[src/rtl/ccff_loader_pkg.sv]
// Purpose : shared types and constants for the ccff configuration-chain loader.
// Latency : n/a (declarations only).
// Backpressure: n/a.
// Contents: loader FSM state enum, CLR counter width helper, default widths.
package ccff_loader_pkg;

  localparam int DEF_DATA_W     = 32;
  localparam int DEF_LEN_W      = 20;
  localparam int DEF_CLR_CYCLES = 4;

  typedef enum logic [1:0] {
    IDLE  = 2'd0,
    CLR   = 2'd1,
    SHIFT = 2'd2,
    DONE  = 2'd3
  } state_e;

  // Bits needed to count 0 .. cycles-1, never less than one bit.
  function automatic int clr_cnt_w(input int cycles);
    return (cycles < 2) ? 1 : $clog2(cycles);
  endfunction

endpackage

[src/rtl/ccff_ser.sv]
// Purpose : word serializer; holds one bitstream word and its count of unshifted bits.
// Latency : load takes effect on the next clk_i edge; one bit leaves per shift_i cycle.
// Backpressure: none internally; the parent only loads when empty or on the last bit.
// Ports   : clk_i/rst_n_i (sync active-low), clr_i, load_i + load_dat_i/load_cnt_i,
//           shift_i; next-state view cnt_nxt_o, empty_nxt_o, last_nxt_o, bit0_nxt_o.
module ccff_ser #(
  parameter int DATA_W = 32,
  parameter int CNT_W  = $clog2(DATA_W) + 1
) (
  input  logic              clk_i,
  input  logic              rst_n_i,
  input  logic              clr_i,
  input  logic              load_i,
  input  logic [DATA_W-1:0] load_dat_i,
  input  logic [CNT_W-1:0]  load_cnt_i,
  input  logic              shift_i,
  output logic [CNT_W-1:0]  cnt_nxt_o,
  output logic              empty_nxt_o,
  output logic              last_nxt_o,
  output logic              bit0_nxt_o
);

  logic [DATA_W-1:0] sreg_q, sreg_d;
  logic [CNT_W-1:0]  cnt_q, cnt_d;

  // A load may coincide with the shift of the final bit of the previous word;
  // the load wins because that bit has already been presented this cycle.
  always_comb begin
    sreg_d = sreg_q;
    cnt_d  = cnt_q;
    if (clr_i) begin
      sreg_d = '0;
      cnt_d  = '0;
    end else if (load_i) begin
      sreg_d = load_dat_i;
      cnt_d  = load_cnt_i;
    end else if (shift_i && (cnt_q != '0)) begin
      sreg_d = sreg_q >> 1;
      cnt_d  = cnt_q - 1'b1;
    end
  end

  always_ff @(posedge clk_i) begin
    if (!rst_n_i) begin
      sreg_q <= '0;
      cnt_q  <= '0;
    end else begin
      sreg_q <= sreg_d;
      cnt_q  <= cnt_d;
    end
  end

  // Next-state view so the parent can register its outputs without a bubble.
  assign cnt_nxt_o   = cnt_d;
  assign empty_nxt_o = (cnt_d == '0);
  assign last_nxt_o  = (cnt_d == CNT_W'(1));
  assign bit0_nxt_o  = sreg_d[0];

endmodule

[src/rtl/ccff_chain_loader.sv]
// Purpose : streams host bitstream words LSB-first into a ccff_head/ccff_tail chain.
// Latency : word accepted in cycle t drives its bit 0 on ccff_head in t+1; chain_preset
//           is held CLR_CYCLES cycles first. Backpressure: cfg_ready only when the
//           serializer frees up and bits remain; an empty serializer just stalls.
// Ports   : prog_clk, pReset_N (sync active-low), start/abort/cfg_len, cfg_data/
//           cfg_valid/cfg_ready host stream, ccff_head/config_enable/chain_preset
//           chain drive, busy/done status. Every output is a flop.
// Option  : CCFF_LOADER_READBACK_EN adds ccff_tail capture and the rb_data/rb_valid/
//           rb_ready readback stream; shifting pauses while a readback word is held.
module ccff_chain_loader
  import ccff_loader_pkg::*;
#(
  parameter int DATA_W     = DEF_DATA_W,
  parameter int LEN_W      = DEF_LEN_W,
  parameter int CLR_CYCLES = DEF_CLR_CYCLES
) (
  input  logic              prog_clk,
  input  logic              pReset_N,
  input  logic              start,
  input  logic              abort,
  input  logic [LEN_W-1:0]  cfg_len,
  input  logic [DATA_W-1:0] cfg_data,
  input  logic              cfg_valid,
  output logic              cfg_ready,
  output logic              ccff_head,
  output logic              config_enable,
  output logic              chain_preset,
  output logic              busy,
  output logic              done
`ifdef CCFF_LOADER_READBACK_EN
  ,
  input  logic              ccff_tail,
  output logic [DATA_W-1:0] rb_data,
  output logic              rb_valid,
  input  logic              rb_ready
`endif
);

  localparam int WC_W  = $clog2(DATA_W) + 1;
  localparam int CMP_W = (LEN_W > WC_W) ? LEN_W : WC_W;
  localparam int CC_W  = clr_cnt_w(CLR_CYCLES);

  state_e            state_q, state_d;
  logic [LEN_W-1:0]  rem_q, rem_d, rem_after;
  logic [CC_W-1:0]   clr_cnt_q, clr_cnt_d;

  logic cfg_ready_q, cfg_ready_d;
  logic ce_q, ce_d;
  logic head_q, head_d;
  logic preset_q, preset_d;
  logic busy_q, busy_d;
  logic done_q, done_d;

  logic            accept;
  logic            ser_clr, ser_load;
  logic [WC_W-1:0] ser_load_cnt, ser_cnt_nxt;
  logic            ser_empty_nxt, ser_last_nxt, ser_bit0_nxt;
  logic            rb_hold_d;
  logic            finish_ok;

  // The chain shifts exactly on cycles where config_enable is high, so the
  // registered strobe is also the serializer shift and the rem decrement.
  assign accept    = cfg_valid & cfg_ready_q & ~abort;
  assign rem_after = rem_q - LEN_W'(ce_q);

  ccff_ser #(
    .DATA_W (DATA_W),
    .CNT_W  (WC_W)
  ) u_ser (
    .clk_i       (prog_clk),
    .rst_n_i     (pReset_N),
    .clr_i       (ser_clr),
    .load_i      (ser_load),
    .load_dat_i  (cfg_data),
    .load_cnt_i  (ser_load_cnt),
    .shift_i     (ce_q),
    .cnt_nxt_o   (ser_cnt_nxt),
    .empty_nxt_o (ser_empty_nxt),
    .last_nxt_o  (ser_last_nxt),
    .bit0_nxt_o  (ser_bit0_nxt)
  );

`ifdef CCFF_LOADER_READBACK_EN
  localparam int RB_W = $clog2(DATA_W);

  logic [DATA_W-1:0] rb_dat_q, rb_dat_d;
  logic [RB_W-1:0]   rb_cnt_q, rb_cnt_d;
  logic              rb_vld_q, rb_vld_d;

  // ce_q is only ever set while no readback word is held, so a capture never
  // collides with a word still waiting for rb_ready.
  always_comb begin
    rb_dat_d = rb_dat_q;
    rb_cnt_d = rb_cnt_q;
    rb_vld_d = rb_vld_q;
    if (rb_vld_q && rb_ready) begin
      rb_vld_d = 1'b0;
      rb_dat_d = '0;
      rb_cnt_d = '0;
    end
    if (ce_q) begin
      rb_dat_d[rb_cnt_q] = ccff_tail;
      rb_cnt_d           = rb_cnt_q + 1'b1;
      if ((rb_cnt_q == RB_W'(DATA_W - 1)) || (rem_after == '0)) begin
        rb_vld_d = 1'b1;
      end
    end
    if (abort || (state_q == IDLE)) begin
      rb_dat_d = '0;
      rb_cnt_d = '0;
      rb_vld_d = 1'b0;
    end
  end

  always_ff @(posedge prog_clk) begin
    if (!pReset_N) begin
      rb_dat_q <= '0;
      rb_cnt_q <= '0;
      rb_vld_q <= 1'b0;
    end else begin
      rb_dat_q <= rb_dat_d;
      rb_cnt_q <= rb_cnt_d;
      rb_vld_q <= rb_vld_d;
    end
  end

  // rb_ready for next cycle is unknown here, so any held word pauses the strobe.
  assign rb_hold_d = rb_vld_d;
  assign finish_ok = (rem_q == '0) && rb_vld_q && rb_ready;
  assign rb_data   = rb_dat_q;
  assign rb_valid  = rb_vld_q;
`else
  assign rb_hold_d = 1'b0;
  assign finish_ok = (rem_after == '0);
`endif

  // Sequencing: FSM, remaining-bit counter and serializer control.
  always_comb begin
    state_d      = state_q;
    rem_d        = rem_q;
    clr_cnt_d    = clr_cnt_q;
    ser_clr      = 1'b0;
    ser_load     = 1'b0;
    ser_load_cnt = '0;
    unique case (state_q)
      IDLE: begin
        ser_clr = 1'b1;
        if (start) begin
          rem_d     = cfg_len;
          clr_cnt_d = '0;
          state_d   = CLR;
        end
      end
      CLR: begin
        if (clr_cnt_q == CC_W'(CLR_CYCLES - 1)) begin
          state_d = (rem_q == '0) ? DONE : SHIFT;
        end else begin
          clr_cnt_d = clr_cnt_q + 1'b1;
        end
      end
      SHIFT: begin
        rem_d = rem_after;
        if (accept) begin
          ser_load = 1'b1;
          // Final word: only the bits still owed to the chain are counted.
          ser_load_cnt = (CMP_W'(rem_after) >= CMP_W'(DATA_W)) ? WC_W'(DATA_W)
                                                               : WC_W'(rem_after);
        end
        if (finish_ok) begin
          state_d = DONE;
        end
      end
      DONE: state_d = IDLE;
      default: state_d = IDLE;
    endcase
    if (abort) begin
      state_d   = IDLE;
      rem_d     = '0;
      clr_cnt_d = '0;
      ser_clr   = 1'b1;
      ser_load  = 1'b0;
    end
  end

  // Output next-state, derived from the next-state view so every output is a flop.
  // cfg_ready is offered only when the serializer is free next cycle (empty, or its
  // last bit shifts) and bits beyond those already loaded are still owed.
  always_comb begin
    ce_d        = (state_d == SHIFT) && !ser_empty_nxt && !rb_hold_d;
    head_d      = ce_d && ser_bit0_nxt;
    cfg_ready_d = (state_d == SHIFT) &&
                  (CMP_W'(rem_d) > CMP_W'(ser_cnt_nxt)) &&
                  (ser_empty_nxt || (ser_last_nxt && ce_d));
    preset_d    = (state_d == CLR);
    busy_d      = (state_d != IDLE);
    done_d      = (state_d == DONE);
  end

  always_ff @(posedge prog_clk) begin
    if (!pReset_N) begin
      state_q     <= IDLE;
      rem_q       <= '0;
      clr_cnt_q   <= '0;
      cfg_ready_q <= 1'b0;
      ce_q        <= 1'b0;
      head_q      <= 1'b0;
      preset_q    <= 1'b0;
      busy_q      <= 1'b0;
      done_q      <= 1'b0;
    end else begin
      state_q     <= state_d;
      rem_q       <= rem_d;
      clr_cnt_q   <= clr_cnt_d;
      cfg_ready_q <= cfg_ready_d;
      ce_q        <= ce_d;
      head_q      <= head_d;
      preset_q    <= preset_d;
      busy_q      <= busy_d;
      done_q      <= done_d;
    end
  end

  assign cfg_ready     = cfg_ready_q;
  assign config_enable = ce_q;
  assign ccff_head     = head_q;
  assign chain_preset  = preset_q;
  assign busy          = busy_q;
  assign done          = done_q;

endmodule

[config.mk]
export PLATFORM = sky130hd
export DESIGN_NAME = ccff_chain_loader
export DESIGN_NICKNAME = d
export VERILOG_FILES = /design/src/rtl/ccff_loader_pkg.sv /design/src/rtl/ccff_ser.sv /design/src/rtl/ccff_chain_loader.sv
export SDC_FILE = /design/constraint.sdc
export NUM_CORES = 1
export LEC_CHECK = 0
export CAP_MARGIN = 20
export CELL_PAD_IN_SITES_DETAIL_PLACEMENT = 1
export CELL_PAD_IN_SITES_GLOBAL_PLACEMENT = 2
export CORE_MARGIN = 2
export CORE_UTILIZATION = 32
export DETAILED_ROUTE_END_ITERATION = 12
export GPL_TIMING_DRIVEN = 0
export PLACE_DENSITY_LB_ADDON = 0.1
export RECOVER_POWER = 100
export SLEW_MARGIN = 25
export SYNTH_ARGS = -nofsm -noshare
export SYNTH_HDL_FRONTEND = slang
export SYNTH_SLANG_ARGS = --single-unit
[constraint.sdc]
create_clock -name prog_clk -period 5.2 [get_ports prog_clk]
set_input_delay 0.78 -clock prog_clk [delete_from_list [all_inputs] [get_ports prog_clk]]
set_output_delay 0.78 -clock prog_clk [all_outputs]
set_load 0.1 [all_outputs]
==> impl_metrics.toml <==
[run_status]
outcome = "finished clean"

[clocking]
clkTransAtPathRegs_ps = 60
cts_setup_buffers = 0
cts_tree = "yes"
clock_latency_ps = 350
clockBufferDepth = 2
htreeDepth = 3
root_buffer = "clkbuf_16"
cts_sinks = 68
cts_buffers = 9

[global_routing]
antenna_found_initial = 0
grt_max_degree = 13
grt_pass1_vias = 4557
grt_pass1_wl_um = 23800
grt_usage_pct = 21.4
overflow = 0

[synth]
synth_edf_count = 0
synthArstFlopShare_pct = 0
syn-num-nets = 590
yosys_register_bits = 68
yosysSeqAreaShare_pct = 31.9
ys.flop_type = "dfxtp_1"
avgSynthCellArea_um2 = 8.18
synth_cells = 522
ys_types = 66
synth_area_um2 = 4270
yosys_warnings = 0

[worst_setup_path]
crit_fanout = 10
r2r_end = "cfg_ready$_SDFF_PN0_"
cp-start-kind = "primary input"
arrival_ps = 5050
crit_end = "cfg_ready$_SDFF_PN0_"
r2r_start = "config_enable$_SDFF_PN0_"
r2r_cells = 17
crit_path_start = "start"
worstSetupEndpointType = "register"
worst_ep_required_time_ps = 5440
rrSetupSlack_ps = 550
crit_type = "in -> reg"

[power]
ir_worst_vdd_mv = 0.166
power_leakage_nw = 2.11
p_switching_mw = 0.362
p_sw_share_pct = 26.0
combPwrFrac_pct = 13.6
pwr-share-clk_pct = 47.9
power.density_nw_per_um2 = 257
power_frac_seq_pct = 38.5
p_int_mw = 1.03

[floorplanning]
dieArea_um2 = 14300
ioPinCount = 63
fp.dieH_um = 120
dieWidth_um = 120
floorplan.rows = 42
core_area_um2 = 13100
start_util_pct = 32.5

[sta]
min_period_ps = 4820
finalClockSkew_ps = 6.61
rsz0062_at_grt = "no"
post-route-period-util_pct = 92.6
drv_slew = 0
setup_viol_count_final = 0
timing.final.ws_setup_ps = 384
hold_viol_final = 0
finalSetupTns_ps = 0
fmax_mhz = 208
worst_slew_pin_slew_ps = 1020
slew_headroom_pct = 30.5

[cells_and_area]
syn2layout_area_growth_pct = 27.0
fin_util_pct = 41.3
nets = 662
antennaDiodeCount = 0
drive_above_1_share_pct = 5.01

[placement]
gp_congestion = 0.830
preCtsSetupSlack_ps = 121
hpwl_um = 11100
portBuffers = 62

[worst_hold_path]
hold_depth = 2
hold_path.class = "reg -> reg"

[drt]
wl_per_cell_um = 19.0
postRouteAntennaNets = 0
postRouteWirelength_um = 14800
drc = 0
firstDrtPassIters = 4
viasPerCell = 5.52
drt_iter0_drc = 265
num_vias = 4281

[run]
maxCapViolations = 0
power by group through the flow:
stage,logic [mW],clock network [mW],registers (mW)
6_report,0.189,0.669,0.537
5_1_grt,0.204,0.704,0.538
4_1_cts,0.190,0.688,0.537
3_5_place_dp,0.188,0,0.548
3_3_place_gp,0.188,0,0.548
2_1_floorplan,0.0958,0,0.552
cells in the final DEF (no fill, tap or decap), types with 9 or more instances in the layout:
cell and n:
clkbuf_1 31, nand4_1 13, o22ai_1 11, mux2i_1 35, clkdlybuf4s50_1 54, a211oi_1 34, clkbuf_16 9, dfxtp_1 67
nand3_1 13, nand2_1 19, and2_0 9, a21oi_1 20, inv_1 15, nor3_1 14, nand2b_1 10, o21ai_0 19
or3_1 10, nor2_1 68, ha_1 10
per-layer routing:
| metal | vias to the layer above | routed length [um] | GRT usage [%] |
|---|---|---|---|
| li1 | 2084 | - | - |
| met1 | 2073 | 6500 | 26.9 |
| met2 | 105 | 7250 | 36.5 |
| met3 | 19 | 793 | 4.85 |
| met4 | 0 | 217 | 6.76 |
| met5 | - | 0 | 0 |
worst min-delay path by stage:
stage,startpoint,endpoint,slack [ps]
6_report,u_ser.sreg_q[31]$_SDFFE_PP0P_,u_ser.sreg_q[31]$_SDFFE_PP0P_,500
3_5_place_dp,u_ser.sreg_q[31]$_SDFFE_PP0P_,u_ser.sreg_q[31]$_SDFFE_PP0P_,490
5_1_grt,u_ser.sreg_q[31]$_SDFFE_PP0P_,u_ser.sreg_q[31]$_SDFFE_PP0P_,530
2_1_floorplan,u_ser.sreg_q[31]$_SDFFE_PP0P_,u_ser.sreg_q[31]$_SDFFE_PP0P_,450
3_3_place_gp,u_ser.sreg_q[31]$_SDFFE_PP0P_,u_ser.sreg_q[31]$_SDFFE_PP0P_,460
4_1_cts,u_ser.sreg_q[31]$_SDFFE_PP0P_,u_ser.sreg_q[31]$_SDFFE_PP0P_,490
Yosys cell counts, types with 4 or more instances:
library cell,instances,area share (%)
inv_1,15,1.3
o21ai_0,17,2.0
clkbuf_1,31,2.7
nand3_1,13,1.5
and4_1,5,1.0
xnor2_1,5,1.0
o21a_1,4,0.70
o22a_1,4,0.82
nor3_1,14,1.6
nor2_1,68,6.0
a31oi_1,7,1.0
a211oi_1,34,6.0
o22ai_1,11,1.6
a21oi_1,20,2.3
o21ai_1,6,0.70
dfxtp_1,68,32
o221ai_1,4,0.82
buf_2,4,0.47
and2_1,15,2.2
xor2_1,6,1.2
nand2_1,19,1.7
nand4_1,13,1.9
or3_1,10,1.5
nor2b_1,6,0.88
nand2b_1,10,1.5
ha_1,11,3.2
a221oi_1,4,0.82
nor4_1,4,0.59
mux2i_1,35,8.2
registers in the layout (all words and copies together) (netlist names):
name / flops
ccff_head: 1
clr_cnt_q: 2
done: 1
busy: 1
u_ser.sreg_q: 32
cfg_ready: 1
rem_q: 20
state_q: 2
config_enable: 1
u_ser.cnt_q: 6
chain_preset: 1
area by class of cell:
class | count | area (um^2)
Fill cell | 1606 | 7710
Multi-Input combinational cell | 400 | 2700
Sequential cell | 68 | 1360
Timing Repair Buffer | 62 | 621
Clock buffer | 10 | 229
Tap cell | 176 | 220
Buffer | 36 | 140
Clock inverter | 6 | 88.8
Inverter | 17 | 63.8
worst max-delay path, stage by stage:
cell           delay [ps]
dlygate4sd3_1         670
clkbuf_1              480
clkbuf_1              530
nand3_1               270
o22ai_1               250
a21oi_1                80
and2_0                190
ha_1                  200
a21o_1                150
a21o_1                160
a221oi_1              470
o22ai_1               170
nor4_1                230
nand4_1               170
and4_1                240
repair_timing:
| action | CTS | global route |
|---|---|---|
| gates resized for setup | 0 | 4 |
| hold buffers | 0 | 0 |
| endpoints found under the setup margin | 0 | 1 |
kinds of logic after synthesis:
logic type	after synthesis	share of synthesized area, %
xor gates and xnor gates	11	2.26
muxes	36	8.47
DFF	68	31.9
AOI/OAI and AO/OA	140	23.5
buffers and inverters	54	4.86
and+or+nand+nor	202	25.8
adders and majority gates	11	3.22
through the flow:
step / cell area, um^2 / hold WS [ps] / total power [mW] / cells
3_3_place_gp: 5110 / 461 / 0.736 / 760
5_1_grt: 5420 / 530 / 1.45 / 775
4_1_cts: 5430 / 493 / 1.41 / 776
2_1_floorplan: 4270 / 447 / 0.647 / 522
6_report: 5420 / 500 / 1.40 / 775
3_5_place_dp: 5110 / 486 / 0.737 / 760
Power figures use the tool's default switching activity.
